==> src/rtl/link_pkg.sv <==
// Shared types and helpers for the soft-symbol link: beat count, bit-to-symbol map, saturating add.
// Pure definitions; no state, no timing.
package link_pkg;

    typedef enum logic {
        IDLE = 1'b0,
        SEND = 1'b1
    } tx_state_t;

    function automatic int beats(input int data_w, input int lanes);
        return data_w / lanes;
    endfunction

    // Antipodal map: 1 -> +amp, 0 -> -amp.
    function automatic int map_bit(input logic b, input int amp);
        return b ? amp : -amp;
    endfunction

    // Adds two values and clamps the result to the signed range of a w-bit word.
    function automatic int sat_add(input int a, input int b, input int w);
        int s;
        int hi;
        int lo;
        s  = a + b;
        hi = (1 << (w - 1)) - 1;
        lo = -(1 << (w - 1));
        if (s > hi) begin
            return hi;
        end
        if (s < lo) begin
            return lo;
        end
        return s;
    endfunction

endpackage

==> src/rtl/sym_lane.sv <==
// One lane: map bit to +/-AMP, add shared noise with saturation, register, slice by sign.
// One-cycle latency from tx_bit/noise to sym_obs; rx_bit is combinational from sym_obs.
module sym_lane
    import link_pkg::*;
#(
    parameter int SYM_W   = 9,
    parameter int NOISE_W = 7,
    parameter int AMP     = 64
) (
    input  logic                      clk,
    input  logic                      reset,
    input  logic                      tx_bit,
    input  logic signed [NOISE_W-1:0] noise,
    output logic [SYM_W-1:0]          sym_obs,
    output logic                      rx_bit
);

    int noisy;

    always_comb begin
        noisy = sat_add(map_bit(tx_bit, AMP), int'(noise), SYM_W);
    end

    always_ff @(posedge clk) begin
        if (reset) begin
            sym_obs <= '0;
        end else begin
            sym_obs <= noisy[SYM_W-1:0];
        end
    end

    // Non-negative (including zero) slices to 1.
    assign rx_bit = ~sym_obs[SYM_W-1];

endmodule

==> src/rtl/soft_bit_link.sv <==
// Serialise words into antipodal soft symbols, add noise, slice, reassemble and count bit errors.
// out_valid pulses 4 edges after acceptance (BEATS=3); in_ready drops mid-word, back-to-back at one word per BEATS cycles.
module soft_bit_link
    import link_pkg::*;
#(
    parameter int DATA_W  = 12,
    parameter int LANES   = 4,
    parameter int SYM_W   = 9,
    parameter int NOISE_W = 7,
    parameter int AMP     = 64
) (
    input  logic                      clk,
    input  logic                      reset,
    input  logic [DATA_W-1:0]         in_data,
    input  logic                      in_valid,
    output logic                      in_ready,
    input  logic signed [NOISE_W-1:0] noise,
    output logic [LANES*SYM_W-1:0]    sym_obs,
    output logic [DATA_W-1:0]         out_data,
    output logic                      out_valid,
    output logic [15:0]               err_count
);

    localparam int BEATS_N = beats(DATA_W, LANES);
    localparam int BW      = (BEATS_N > 1) ? $clog2(BEATS_N) : 1;
    localparam int PW      = $clog2(LANES + 1);
    localparam logic [BW-1:0] LAST = BW'(BEATS_N - 1);

    tx_state_t         state_q, state_d;
    logic [BW-1:0]     beat_q, beat_d;
    logic [DATA_W-1:0] word_q, word_d;
    logic              tx_vld;
    logic [LANES-1:0]  tx_bits;
    logic [LANES-1:0]  rx_bits;

    logic              s1_vld;
    logic [BW-1:0]     s1_beat;
    logic [LANES-1:0]  s1_sent;

    logic [DATA_W-1:0] asm_q, asm_d;
    logic [PW-1:0]     pop;
    logic [16:0]       err_sum;

    always_ff @(posedge clk) begin
        if (reset) begin
            state_q <= IDLE;
            beat_q  <= '0;
            word_q  <= '0;
        end else begin
            state_q <= state_d;
            beat_q  <= beat_d;
            word_q  <= word_d;
        end
    end

    always_comb begin
        state_d  = state_q;
        beat_d   = beat_q;
        word_d   = word_q;
        in_ready = 1'b0;
        tx_vld   = 1'b0;
        case (state_q)
            IDLE: begin
                in_ready = 1'b1;
                if (in_valid) begin
                    word_d  = in_data;
                    beat_d  = '0;
                    state_d = SEND;
                end
            end
            SEND: begin
                tx_vld = 1'b1;
                if (beat_q == LAST) begin
                    // Last beat can overlap with the next acceptance, so no bubble.
                    in_ready = 1'b1;
                    if (in_valid) begin
                        word_d = in_data;
                        beat_d = '0;
                    end else begin
                        state_d = IDLE;
                    end
                end else begin
                    beat_d = beat_q + 1'b1;
                end
            end
            default: state_d = IDLE;
        endcase
    end

    assign tx_bits = word_q[int'(beat_q)*LANES +: LANES];

    for (genvar i = 0; i < LANES; i++) begin : g_lane
        sym_lane #(
            .SYM_W  (SYM_W),
            .NOISE_W(NOISE_W),
            .AMP    (AMP)
        ) u_lane (
            .clk    (clk),
            .reset  (reset),
            .tx_bit (tx_bits[i]),
            .noise  (noise),
            .sym_obs(sym_obs[i*SYM_W +: SYM_W]),
            .rx_bit (rx_bits[i])
        );
    end

    // Sent bits and beat index ride alongside the channel register so overlapping words stay separate.
    always_ff @(posedge clk) begin
        if (reset) begin
            s1_vld  <= 1'b0;
            s1_beat <= '0;
            s1_sent <= '0;
        end else begin
            s1_vld  <= tx_vld;
            s1_beat <= beat_q;
            s1_sent <= tx_bits;
        end
    end

    always_comb begin
        asm_d = asm_q;
        asm_d[int'(s1_beat)*LANES +: LANES] = rx_bits;
        pop = '0;
        for (int i = 0; i < LANES; i++) begin
            pop = pop + PW'(rx_bits[i] ^ s1_sent[i]);
        end
        err_sum = 17'(err_count) + 17'(pop);
    end

    // Assembly register keeps out_data stable while the next word is being collected.
    always_ff @(posedge clk) begin
        if (reset) begin
            asm_q     <= '0;
            out_data  <= '0;
            out_valid <= 1'b0;
            err_count <= '0;
        end else begin
            out_valid <= 1'b0;
            if (s1_vld) begin
                asm_q     <= asm_d;
                err_count <= err_sum[16] ? 16'hFFFF : err_sum[15:0];
                if (s1_beat == LAST) begin
                    out_data  <= asm_d;
                    out_valid <= 1'b1;
                end
            end
        end
    end

endmodule

==> config.mk <==
export PLATFORM = sky130hd
export DESIGN_NAME = soft_bit_link
export DESIGN_NICKNAME = d
export VERILOG_FILES = /design/src/rtl/link_pkg.sv /design/src/rtl/sym_lane.sv /design/src/rtl/soft_bit_link.sv
export SDC_FILE = /design/constraint.sdc
export NUM_CORES = 1
export LEC_CHECK = 0
export CAP_MARGIN = 20
export CORE_MARGIN = 2
export CORE_UTILIZATION = 32
export DETAILED_ROUTE_END_ITERATION = 10
export SETUP_SLACK_MARGIN = 0.02
export SYNTH_ARGS = -nofsm -noshare
export SYNTH_HDL_FRONTEND = slang
export SYNTH_HIERARCHICAL = 1
export SYNTH_SLANG_ARGS = --single-unit
==> constraint.sdc <==
create_clock -name clk -period 2.5 [get_ports clk]
set_input_delay 0.375 -clock clk [delete_from_list [all_inputs] [get_ports clk]]
set_output_delay 0.375 -clock clk [all_outputs]
set_load 0.02 [all_outputs]
==> impl_metrics.xml <==
<?xml version="1.0" encoding="UTF-8"?>
<metrics>
  <group name="sta">
    <metric name="hold_viol" unit="">0</metric>
    <metric name="final_max_slew_viol_count" unit="">0</metric>
    <metric name="finalSetupViolCount" unit="">5</metric>
    <metric name="grt_setup_unrepaired" unit="">true</metric>
    <metric name="tightestPinTransition" unit="ns">0.429</metric>
    <metric name="skew" unit="ns">0.00781</metric>
    <metric name="setup_ws" unit="ns">-0.0556</metric>
    <metric name="final.period_utilization" unit="">1.02</metric>
    <metric name="maxClockFrequency" unit="MHz">391</metric>
    <metric name="post-route-min-period" unit="ns">2.56</metric>
    <metric name="maxSlewHeadroom" unit="">0.714</metric>
  </group>
  <group name="clock_tree">
    <metric name="root_buffer" unit="">sky130_fd_sc_hd__clkbuf_16</metric>
    <metric name="tritoncts_num_sinks" unit="">99</metric>
    <metric name="htreeDepth" unit="">3</metric>
    <metric name="clkTransAtPathRegs" unit="ns">0.07</metric>
    <metric name="cts-root-to-sink-buffers" unit="">2</metric>
    <metric name="worstSkewPairLatency" unit="ns">0.34</metric>
    <metric name="cts_tree" unit="">done</metric>
    <metric name="cts-buffers-inserted" unit="">9</metric>
  </group>
  <group name="critical_path">
    <metric name="critical-path-max-stage-delay" unit="ns">0.52</metric>
    <metric name="worstSetupEndpointType" unit="">flip-flop</metric>
    <metric name="worstPathBufferInverterCount" unit="">2</metric>
    <metric name="cp_cell_sequence" unit="">inv_4 -&gt; xnor2_4 -&gt; fa_1 -&gt; fa_2 -&gt; inv_2 -&gt; fa_2 -&gt; nand3_2 -&gt; or4_4 -&gt; a21oi_2</metric>
    <metric name="worstPathRequired" unit="ns">2.77</metric>
    <metric name="crit_path_top_delay_cell" unit="">sky130_fd_sc_hd__or4_4</metric>
    <metric name="crit_type" unit="">flip-flop to flip-flop</metric>
    <metric name="category_of_cells_accounting_for_the_largest_share_of_critical_path_delay" unit="">adder cells</metric>
    <metric name="startpoint_type" unit="">flip-flop</metric>
    <metric name="worst-endpoint-arrival" unit="ns">2.83</metric>
    <metric name="critPathMaxFanout" unit="">6</metric>
    <metric name="critical-path-top-cell-by-count" unit="">sky130_fd_sc_hd__fa_2</metric>
  </group>
  <group name="place">
    <metric name="placed_cells_incl_taps" unit="">733</metric>
    <metric name="half_perimeter_wire_length_of_the_detailed_placement_result" unit="µm">7490</metric>
    <metric name="detailedPlace.worstSlack" unit="ns">-0.0915</metric>
    <metric name="gp_congestion" unit="">0.783</metric>
    <metric name="io_buffer_count" unit="">87</metric>
    <metric name="placed_area" unit="mm²">0.00572</metric>
  </group>
  <group name="grt">
    <metric name="largest_net_degree_at_the_start_of_global_routing" unit="">44</metric>
    <metric name="grt-ovfl-total" unit="">0</metric>
    <metric name="via_count_of_the_first_global_routing_pass" unit="">3481</metric>
    <metric name="grt_antenna_before_repair" unit="">0</metric>
    <metric name="track_usage" unit="">0.144</metric>
    <metric name="first_pass_grt_wire_length" unit="µm">17000</metric>
  </group>
  <group name="power">
    <metric name="p_switching" unit="µW">1030</metric>
    <metric name="power.clock.fraction" unit="">0.352</metric>
    <metric name="cell_internal_pwr" unit="µW">2770</metric>
    <metric name="part_of_the_total_power_dissipated_in_sequential_elements" unit="">0.451</metric>
    <metric name="irDropWorstVdd" unit="V">0.000300</metric>
    <metric name="pwr-share-comb" unit="">0.197</metric>
    <metric name="power_leakage" unit="µW">0.00228</metric>
    <metric name="power.share.switching" unit="">0.271</metric>
    <metric name="post-layout-total-power" unit="µW">3810</metric>
    <metric name="power_per_cell_area" unit="mW/mm²">623</metric>
  </group>
  <group name="floorplan">
    <metric name="core_area" unit="mm²">0.0138</metric>
    <metric name="die_w" unit="µm">123</metric>
    <metric name="placement_rows" unit="">43</metric>
    <metric name="die_area" unit="mm²">0.0151</metric>
    <metric name="die_height" unit="µm">123</metric>
    <metric name="initial_core_util" unit="">0.327</metric>
    <metric name="io_pins" unit="">88</metric>
  </group>
  <group name="cells_and_area">
    <metric name="final.fill_count" unit="">1335</metric>
    <metric name="numnets_final" unit="">621</metric>
    <metric name="antenna_cells" unit="">0</metric>
    <metric name="layout-area-overhead-vs-synth" unit="%">35.0</metric>
    <metric name="stdcell_count" unit="">754</metric>
    <metric name="final_cell_area" unit="mm²">0.00611</metric>
    <metric name="post_route_cells_drive_above_1_share" unit="">0.153</metric>
  </group>
  <group name="min_path">
    <metric name="min_path_type" unit="">input pin to flip-flop</metric>
  </group>
  <group name="route">
    <metric name="drc" unit="">0</metric>
    <metric name="detailedRoute.firstPassIterationCount" unit="">4</metric>
    <metric name="wl_met1" unit="µm">4830</metric>
    <metric name="top_signal_layer_used" unit="">met4</metric>
    <metric name="postRouteWirelength" unit="µm">10400</metric>
    <metric name="detail-route-antenna-nets" unit="">0</metric>
    <metric name="drt_iter0_drc" unit="">191</metric>
    <metric name="num_vias" unit="">3603</metric>
    <metric name="detailroute.wirelength.met3" unit="µm">457</metric>
    <metric name="route.detailed.vias_per_inst" unit="">4.78</metric>
    <metric name="wl_per_cell" unit="µm">13.7</metric>
    <metric name="met2_wirelength" unit="µm">4990</metric>
  </group>
  <group name="yosys">
    <metric name="synthesis.yosys.warnings" unit="">6</metric>
    <metric name="synth_cell_type_count" unit="">47</metric>
    <metric name="synthFlopType" unit="">sky130_fd_sc_hd__dfxtp_1</metric>
    <metric name="synth.net_count" unit="">518</metric>
    <metric name="synth_edf_count" unit="">0</metric>
    <metric name="post_synth.cell_area_avg" unit="µm²">9.70</metric>
    <metric name="synthCells" unit="">467</metric>
    <metric name="postSynthRegisterBits" unit="">99</metric>
    <metric name="syn-cell-area" unit="mm²">0.00453</metric>
    <metric name="synthArstFlopShare" unit="">0</metric>
    <metric name="seq_area_frac_synth" unit="">0.438</metric>
  </group>
  <group name="run_status">
    <metric name="failed_checks" unit="">setup timing</metric>
    <metric name="run_status" unit="">finished with violations</metric>
  </group>
  <group name="run">
    <metric name="max_cap_viol_count" unit="">0</metric>
  </group>
</metrics>
cells in the final DEF (no fill, tap or decap), types with 2 or more instances in the layout:
| cell | synthesis | layout |
|---|---|---|
| sky130_fd_sc_hd__clkbuf_16 | 0 | 9 |
| sky130_fd_sc_hd__xor2_1 | 6 | 5 |
| sky130_fd_sc_hd__o21ai_1 | 4 | 4 |
| sky130_fd_sc_hd__dfxtp_4 | 0 | 2 |
| sky130_fd_sc_hd__a21o_1 | 5 | 5 |
| sky130_fd_sc_hd__clkinv_2 | 1 | 5 |
| sky130_fd_sc_hd__o21ai_0 | 5 | 5 |
| sky130_fd_sc_hd__a2111oi_2 | 1 | 2 |
| sky130_fd_sc_hd__ha_1 | 26 | 26 |
| sky130_fd_sc_hd__o21a_2 | 4 | 4 |
| sky130_fd_sc_hd__and4bb_2 | 2 | 2 |
| sky130_fd_sc_hd__dfxtp_1 | 99 | 95 |
| sky130_fd_sc_hd__nand3_2 | 1 | 2 |
| sky130_fd_sc_hd__a21oi_1 | 17 | 16 |
| sky130_fd_sc_hd__and4b_1 | 2 | 2 |
| sky130_fd_sc_hd__o32ai_2 | 4 | 4 |
| sky130_fd_sc_hd__nor3_1 | 3 | 3 |
| sky130_fd_sc_hd__xnor2_1 | 15 | 13 |
| sky130_fd_sc_hd__a22oi_1 | 9 | 9 |
| sky130_fd_sc_hd__mux2i_1 | 17 | 17 |
| sky130_fd_sc_hd__and2_1 | 3 | 3 |
| sky130_fd_sc_hd__inv_1 | 44 | 41 |
| sky130_fd_sc_hd__nand2_1 | 15 | 15 |
| sky130_fd_sc_hd__clkdlybuf4s50_1 | 0 | 86 |
| sky130_fd_sc_hd__or4_4 | 1 | 2 |
| sky130_fd_sc_hd__o21ai_4 | 4 | 4 |
| sky130_fd_sc_hd__nand4_1 | 5 | 5 |
| sky130_fd_sc_hd__a211oi_1 | 47 | 47 |
| sky130_fd_sc_hd__inv_4 | 0 | 3 |
| sky130_fd_sc_hd__nor2_1 | 52 | 51 |
| sky130_fd_sc_hd__a21oi_2 | 10 | 11 |
| sky130_fd_sc_hd__nor2b_1 | 24 | 23 |
| sky130_fd_sc_hd__nor3b_1 | 4 | 4 |
| sky130_fd_sc_hd__dfxtp_2 | 0 | 2 |
| sky130_fd_sc_hd__fa_2 | 0 | 2 |
| sky130_fd_sc_hd__a31oi_1 | 3 | 3 |
| sky130_fd_sc_hd__nand2b_1 | 2 | 2 |
| sky130_fd_sc_hd__buf_4 | 1 | 20 |
power by group through the flow:
| stage | Clock, µW | Sequential, µW | Combinational (µW) |
|---|---|---|---|
| after global routing | 1460 | 1730 | 817 |
| after CTS | 1390 | 1720 | 751 |
| after detailed placement | 0 | 1750 | 733 |
| after floorplan | 0 | 1820 | 359 |
| final | 1340 | 1720 | 749 |
| after global placement | 0 | 1750 | 716 |
worst paths after layout:
kind	from	endpoint	slack, ns	cells after the start
worst max-delay path	g_lane[2].u_lane/sym_obs[8]$_SDFF_PP0_	err_count[13]$_SDFFE_PP0P_	-0.06	9
worst min-delay path	reset	g_lane[0].u_lane/sym_obs[7]$_SDFF_PP0_	0.36	2
worst max register to register	g_lane[2].u_lane/sym_obs[8]$_SDFF_PP0_	err_count[13]$_SDFFE_PP0P_	-0.06	9
worst min register to register	asm_q[0]$_SDFFE_PP0P_	asm_q[0]$_SDFFE_PP0P_	0.48	2
synthesized netlist by cell type (2+ instances only):
master / number / area [µm²]
sky130_fd_sc_hd__a21oi_1: 17 / 85.1
sky130_fd_sc_hd__a2111oi_1: 2 / 20.0
sky130_fd_sc_hd__inv_1: 44 / 165
sky130_fd_sc_hd__a22oi_1: 9 / 67.6
sky130_fd_sc_hd__a31oi_1: 3 / 18.8
sky130_fd_sc_hd__and4bb_2: 2 / 25.0
sky130_fd_sc_hd__buf_2: 2 / 10.0
sky130_fd_sc_hd__xor2_1: 6 / 52.6
sky130_fd_sc_hd__nand2_1: 15 / 56.3
sky130_fd_sc_hd__ha_1: 26 / 325
sky130_fd_sc_hd__nand2b_1: 2 / 12.5
sky130_fd_sc_hd__o21ai_4: 4 / 65.1
sky130_fd_sc_hd__fa_1: 3 / 60.1
sky130_fd_sc_hd__mux2i_1: 17 / 170
sky130_fd_sc_hd__a21o_1: 5 / 37.5
sky130_fd_sc_hd__nor2b_1: 24 / 150
sky130_fd_sc_hd__a21oi_2: 10 / 87.6
sky130_fd_sc_hd__xnor2_1: 15 / 131
sky130_fd_sc_hd__and3_1: 2 / 12.5
sky130_fd_sc_hd__and4b_1: 2 / 20.0
sky130_fd_sc_hd__nand4_1: 5 / 31.3
sky130_fd_sc_hd__nor2_1: 52 / 195
sky130_fd_sc_hd__o21ai_1: 4 / 20.0
sky130_fd_sc_hd__nor3b_1: 4 / 30.0
sky130_fd_sc_hd__a211oi_1: 47 / 353
sky130_fd_sc_hd__and2_1: 3 / 18.8
sky130_fd_sc_hd__o21a_2: 4 / 35.0
sky130_fd_sc_hd__dfxtp_1: 99 / 1980
sky130_fd_sc_hd__clkbuf_1: 12 / 45.0
sky130_fd_sc_hd__o21ai_0: 5 / 25.0
sky130_fd_sc_hd__o32ai_2: 4 / 65.1
sky130_fd_sc_hd__nor3_1: 3 / 15.0
metal layers:
metal	vias to the layer above	track usage
li1	1827	-
met1	1697	0.187
met2	73	0.228
met3	6	0.0415
met4	0	0.0503
met5	-	0
timing repair:
action,CTS,global route
pin swaps,6,4
gates resized for setup,7,7
setup buffers,4,1
endpoints found under the setup margin,15,24
hold buffers,0,0
cloned,1,0
stage by stage:
stage	hold WS [ns]	TNS [ns]	utilization
after floorplan	0.438	-0.113	-
after global placement	0.466	-0.00578	0.413
after detailed placement	0.475	-0.607	0.413
after CTS	0.351	-0.0609	0.439
after global routing	0.368	-1.77	0.442
final	0.360	-0.156	0.442
cells by family after synthesis:
logic type	synth area share
muxes	0.0376
adders and majority gates	0.0851
DFF	0.438
and+or+nand+nor	0.141
xor gates and xnor gates	0.0406
buffers and inverters	0.0547
AOI/OAI and AO/OA	0.203
layout make-up:
class / count / area (µm²) / share of cell area
Timing Repair Buffer: 108 / 1040 / 0.170
Clock inverter: 6 / 56.3 / 0.00921
Sequential cell: 99 / 1990 / 0.326
Inverter: 45 / 175 / 0.0287
Clock buffer: 9 / 225 / 0.0369
Multi-Input combinational cell: 307 / 2400 / 0.393
Tap cell: 180 / 225 / 0.0369
sequential cells by signal, indices dropped and copies added, names as in the netlist:
name and count:
g_lane.u_lane/sym_obs 36, err_count 16, asm_q 12, out_data 12, word_q 12, s1_sent 4
beat_q 2, s1_beat 2, out_valid 1, s1_vld 1, state_q 1
(Power assumes the default switching activity.)
